$ cat config.mk
export PLATFORM = sky130hd
export DESIGN_NAME = bin2bcd_seq
export DESIGN_NICKNAME = d
export VERILOG_FILES = /design/src/rtl/bin2bcd_seq_pkg.sv /design/src/rtl/bin2bcd_seq_add3.sv /design/src/rtl/bin2bcd_seq.sv
export SDC_FILE = /design/constraint.sdc
export NUM_CORES = 1
export LEC_CHECK = 0
export CAP_MARGIN = 30
export CORE_UTILIZATION = 45
export CTS_BUF_LIST = sky130_fd_sc_hd__clkbuf_8
export DETAILED_ROUTE_END_ITERATION = 10
export DONT_BUFFER_PORTS = 1
export GPL_TIMING_DRIVEN = 0
export PLACE_DENSITY = 0.71
export SLEW_MARGIN = 20
export SYNTH_ARGS = -nofsm -noshare
export SYNTH_HDL_FRONTEND = slang
export SYNTH_SLANG_ARGS = --single-unit
$ cat constraint.sdc
create_clock -name CLK1 -period 6.1 [get_ports CLK1]
set_clock_uncertainty 0.05 [all_clocks]
set_input_delay 1.22 -clock CLK1 [delete_from_list [all_inputs] [get_ports CLK1]]
set_output_delay 1.22 -clock CLK1 [all_outputs]
set_load 0.03 [all_outputs]
$ cat src/rtl/bin2bcd_seq_pkg.sv
// Shared definitions for the sequential binary-to-BCD converter:
// FSM state encoding, BCD digit constants and the digit-correction rule.
package bin2bcd_seq_pkg;

    // Converter control states.
    typedef enum logic [1:0] {
        IDLE   = 2'd0,
        SHIFT  = 2'd1,
        FINISH = 2'd2
    } state_e;

    // Width of one packed BCD digit.
    localparam int BCD_DIGIT_W = 4;

    // Digits at or above this value overflow past 9 when doubled, so they get corrected first.
    localparam logic [BCD_DIGIT_W-1:0] ADD3_THRESH = 4'd5;

    // Correction added to a digit before the shift.
    localparam logic [BCD_DIGIT_W-1:0] ADD3_VAL = 4'd3;

    // Digit used to fill the result when the value does not fit.
    localparam logic [BCD_DIGIT_W-1:0] SAT_DIGIT = 4'd9;

    // True when a digit must be corrected before the next doubling.
    function automatic logic digit_needs_fix(input logic [BCD_DIGIT_W-1:0] digit);
        return digit >= ADD3_THRESH;
    endfunction

endpackage

$ cat src/rtl/bin2bcd_seq_add3.sv
// Single-digit double-dabble corrector: adds 3 to a BCD digit of 5..9 so
// that the following left shift carries correctly into the next digit.
module bcd_add3
    import bin2bcd_seq_pkg::*;
(
    input  logic [BCD_DIGIT_W-1:0] digit_i,
    output logic [BCD_DIGIT_W-1:0] digit_o
);

    // Conditionally correct the digit; 5..9 maps to 8..12, which still fits 4 bits.
    always_comb begin
        // NOTE: assign a default before any condition so no path leaves digit_o unassigned (no latch).
        digit_o = digit_i;
        if (digit_needs_fix(digit_i)) begin
            digit_o = digit_i + ADD3_VAL;
        end
    end

endmodule

$ cat src/rtl/bin2bcd_seq.sv
// Sequential binary-to-BCD converter (double-dabble, one bit per clock).
// A start in IDLE latches bin; IN_W SHIFT cycles later the FSM enters FINISH
// with bcd/ovf freshly registered and done high for that single cycle.
// The accumulator carries one spare digit so a value above 10^DIGITS-1 is
// detected and the output saturates to all nines with ovf set.
module bin2bcd_seq
    import bin2bcd_seq_pkg::*;
#(
    parameter int IN_W   = 16,
    parameter int DIGITS = 4
) (
    input  logic                          CLK1,
    input  logic                          arst,
    input  logic                          start,
    input  logic [IN_W-1:0]               bin,
    output logic                          busy,
    output logic                          done,
    output logic [BCD_DIGIT_W*DIGITS-1:0] bcd,
    output logic                          ovf
);

    // Accumulator holds DIGITS result digits plus one overflow digit.
    localparam int ACC_DIGITS = DIGITS + 1;
    localparam int ACC_W      = BCD_DIGIT_W * ACC_DIGITS;
    localparam int OUT_W      = BCD_DIGIT_W * DIGITS;
    localparam int CNT_W      = $clog2(IN_W + 1);

    // Control state.
    state_e           state_q;
    logic [CNT_W-1:0] cnt_q;
    logic [CNT_W-1:0] cnt_d;

    // Datapath: binary shift register and BCD accumulator.
    logic [IN_W-1:0]  sr_q;
    logic [IN_W-1:0]  sr_d;
    logic [ACC_W-1:0] acc_q;
    logic [ACC_W-1:0] acc_corr;
    logic [ACC_W-1:0] acc_d;

    // Registered outputs and their next values.
    logic             busy_q;
    logic             done_q;
    logic [OUT_W-1:0] bcd_q;
    logic [OUT_W-1:0] bcd_d;
    logic             ovf_q;
    logic             ovf_d;

    // One corrector per accumulator digit, including the overflow digit.
    for (genvar g = 0; g < ACC_DIGITS; g++) begin : g_add3
        bcd_add3 u_add3 (
            .digit_i (acc_q[g*BCD_DIGIT_W +: BCD_DIGIT_W]),
            .digit_o (acc_corr[g*BCD_DIGIT_W +: BCD_DIGIT_W])
        );
    end

    // One double-dabble step: correct digits, shift the whole {acc, sr} left, count down.
    always_comb begin
        {acc_d, sr_d} = {acc_corr, sr_q} << 1;
        cnt_d         = cnt_q - CNT_W'(1);
    end

    // Result formatting from the post-shift accumulator: saturate when the spare digit is nonzero.
    always_comb begin
        ovf_d = |acc_d[ACC_W-1 -: BCD_DIGIT_W];
        bcd_d = acc_d[OUT_W-1:0];
        if (ovf_d) begin
            bcd_d = {DIGITS{SAT_DIGIT}};
        end
    end

    // Control FSM and all registered state; the final shift loads the outputs
    // so that bcd, ovf and done are all valid during the FINISH cycle.
    always_ff @(posedge CLK1) begin
        if (arst) begin
            // NOTE: the datapath registers are cleared too, so an abandoned conversion leaves nothing behind.
            state_q <= IDLE;
            cnt_q   <= '0;
            sr_q    <= '0;
            acc_q   <= '0;
            busy_q  <= 1'b0;
            done_q  <= 1'b0;
            bcd_q   <= '0;
            ovf_q   <= 1'b0;
        end else begin
            // NOTE: non-blocking assignments keep every register update based on pre-edge values.
            done_q <= 1'b0;
            case (state_q)
                IDLE: begin
                    if (start) begin
                        sr_q    <= bin;
                        acc_q   <= '0;
                        cnt_q   <= CNT_W'(IN_W);
                        busy_q  <= 1'b1;
                        state_q <= SHIFT;
                    end
                end
                SHIFT: begin
                    sr_q  <= sr_d;
                    acc_q <= acc_d;
                    cnt_q <= cnt_d;
                    if (cnt_d == '0) begin
                        bcd_q   <= bcd_d;
                        ovf_q   <= ovf_d;
                        done_q  <= 1'b1;
                        state_q <= FINISH;
                    end
                end
                FINISH: begin
                    busy_q  <= 1'b0;
                    state_q <= IDLE;
                end
                default: begin
                    busy_q  <= 1'b0;
                    state_q <= IDLE;
                end
            endcase
        end
    end

    assign busy = busy_q;
    assign done = done_q;
    assign bcd  = bcd_q;
    assign ovf  = ovf_q;

endmodule

==> impl_metrics.env <==
export IMPL_fin_cells=428
export IMPL_netlist_top_cells_count="dfxtp_1 (62), nor2_1 (44), nand2_1 (29)"
export IMPL_powerDensity_mw_per_mm2=272.4
export IMPL_drc=0
export IMPL_antenna_cells=0
export IMPL_cap_viol_max_count=0
export IMPL_r2r_slack_ns=3.91
export IMPL_routedWlPerCell_um=16.40
export IMPL_cts_buffers=9
export IMPL_yosysSeqAreaShare_pct=41.40
export IMPL_ioPinCount=38
export IMPL_start_kind="input port"
export IMPL_grt_pass1_vias=2369
export IMPL_cts_root_buffer_cell="clkbuf_8"
export IMPL_die_area_sq_mm=0.006992
export IMPL_hold_violations=0
export IMPL_path_clk_slew_ns=0.07
export IMPL_hold_class="register to register"
export IMPL_timing_slew_headroom_pct=58.71
export IMPL_status="completed"
export IMPL_min_path_cells=2
export IMPL_ir_drop_mv=0.1563
export IMPL_coreArea_sq_mm=0.006386
export IMPL_clock_sinks=62
export IMPL_critPathKind="input port to register"
export IMPL_fmax_mhz=419.1
export IMPL_synth_edff_count=0
export IMPL_antenna_found_initial=0
export IMPL_synthTopCellsByArea="dfxtp_1 (41%), o221a_2 (5.6%), nor2_1 (5.5%)"
export IMPL_finalMaxSlewViolations=0
export IMPL_wirelength_um=7019
export IMPL_clock_latency_ns=0.34
export IMPL_crit_fanout=10
export IMPL_crit_top_cell="nor2_1"
export IMPL_cp_num_buf_inv=2
export IMPL_min_period_ns=2.386
export IMPL_cpPeakStageDelay_ns=0.42
export IMPL_setup_tns_ns=0
export IMPL_clockBufferDepth=2
export IMPL_fin_util_pct=51.59
export IMPL_path_cells="clkbuf_1 > nor2_1 > nor2_1 > clkbuf_1 > o21ai_0 > a21oi_1 > nor2_1"
export IMPL_netlist_area_sq_mm=0.002998
export IMPL_chipWidth_um=83.62
export IMPL_portBuffers=0
export IMPL_num_rows=29
export IMPL_drive_gt1_share_pct=14.25
export IMPL_antenna_left=0
export IMPL_die_height_um=83.62
export IMPL_ys_warn_count=0
export IMPL_synth_top_area_share_pct=41.40
export IMPL_finalWeightedCongestion=0.7999
export IMPL_grt_pass1_wl_um=11670
export IMPL_grt_setup_unrepaired="no"
export IMPL_setup_worst_path_start="start"
export IMPL_syn_nets=366
export IMPL_initial_core_util_pct=46.94
export IMPL_syn_avg_cell_area_sq_um=8.949
export IMPL_hold_buffers=0
export IMPL_min_from="acc_q[4]"
export IMPL_dp_hpwl_um=4903
export IMPL_grt_usage_pct=21.12
export IMPL_r2r_end="bcd[15]"
export IMPL_r2r_cells=8
export IMPL_crit_family="buffers and inverters"
export IMPL_fillers=630
export IMPL_fin_nets=377
export IMPL_cp_required_ns=6.27
export IMPL_cts_resized=0
export IMPL_cts_tree="yes"
export IMPL_grt_ovfl_total=0
export IMPL_synth_most_common_cell="dfxtp_1"
export IMPL_crit_path_end_kind="register"
export IMPL_vias_per_cell=5.734
export IMPL_setup_violations=0
export IMPL_area_growth_pct=9.892
export IMPL_netlist_instances=335
export IMPL_h_tree_depth=3
export IMPL_worst_pin_slew_ns=0.6194
export IMPL_synth_top_cell_by_area="dfxtp_1"
export IMPL_vias=2454
export IMPL_synth_seq_cells=62
export IMPL_min_period_over_period_pct=39.11
export IMPL_async_flop_share_pct=0
export IMPL_reg2reg_from="acc_q[16]"
export IMPL_drt_iter0_drc=133
export IMPL_dp_cells=412
export IMPL_crit_slowest_cell="clkbuf_1"
export IMPL_grt_start_max_net_pins=11
export IMPL_drt_pass1_iterations=4
export IMPL_yosysUniqueCellTypes=44
export IMPL_power_leakage_nw=1.210
export IMPL_ys_flop_type="dfxtp_1"
export IMPL_cp_arrival_ns=2.55
export IMPL_post_cts_buffers=0
export IMPL_hold_path_endpoint="acc_q[4]"
[final cells by class]
| class | instances | area, sq um | share of cell area (%) |
|---|---|---|---|
| Multi-Input combinational cell | 231 | 1580 | 47.97 |
| Clock inverter | 5 | 48.80 | 1.481 |
| Clock buffer | 11 | 151.4 | 4.596 |
| Tap cell | 77 | 96.34 | 2.924 |
| Inverter | 17 | 63.81 | 1.937 |
| Buffer | 25 | 112.6 | 3.418 |
| Sequential cell | 62 | 1241 | 37.68 |
[metrics by stage]
step	cell area (sq um)	setup slack [ns]	hold slack (ns)	power (mW)
6_report	3294	3.714	0.4423	0.8975
5_1_grt	3294	3.542	0.4657	0.9281
2_1_floorplan	2998	3.678	0.4056	0.5165
3_3_place_gp	3094	3.379	0.4207	0.5373
3_5_place_dp	3094	3.346	0.4316	0.5393
4_1_cts	3294	3.721	0.4406	0.9018
[power breakdown]
group	switching [mW]	internal, mW	leakage, nW
combinational	0.0539	0.0411	0.594
sequential	0.0146	0.421	0.505
clock	0.160	0.207	0.110
[flip-flops by register name (all words and copies together), names as in the netlist]
name,cells
bcd,16
state_q,2
busy,1
cnt_q,5
sr_q,16
done,1
ovf,1
acc_q,20
[cell families after synthesis]
logic type                 count (synthesis)  share of synthesized area, %
buffers and inverters                     42                         5.885
DFF                                       62                         41.40
muxes                                      1                        0.3339
AOI/OAI and AO/OA                        108                         28.76
xor gates and xnor gates                   7                         2.045
adders and majority gates                 12                         5.008
and+or+nand+nor                          103                         16.57
[worst max-delay path by stage]
stage	to	slack [ns]	cells after the start
after global placement	cnt_q[2]	3.38	7
after global routing	cnt_q[2]	3.54	7
after detailed placement	cnt_q[2]	3.35	7
after CTS	cnt_q[2]	3.72	7
after floorplan	acc_q[17]	3.68	6
final	cnt_q[2]	3.71	7
[cells in the final DEF, fill, tap and decap left out, types with 3 or more instances in the layout]
cell type  instances
a22oi_1            8
o221a_1            3
buf_2              3
o221a_2           15
nor3_1             3
a21oi_1           27
nand2_1           29
clkinv_2           3
a2bb2oi_1         15
buf_1              3
o21ai_0            8
ha_1              12
nor2_1            44
clkbuf_8          11
o211ai_1           5
o32ai_1            6
nand2b_1          10
inv_1             16
a21o_1             5
clkbuf_1          16
nor3b_1            6
xnor2_1            7
dfxtp_1           62
a211oi_2           5
[metal layers]
metal	wire length (um)	track usage, %
met2	3160	32.15
met1	3223	26.76
met3	479	7.418
met4	155	9.707
met5	0	0
[worst min-delay path, cell delays in order (launching register included)]
cell     delay (ns)
dfxtp_1        0.33
nand2_1        0.06
a21oi_1        0.05
(Power assumes the default switching activity.)
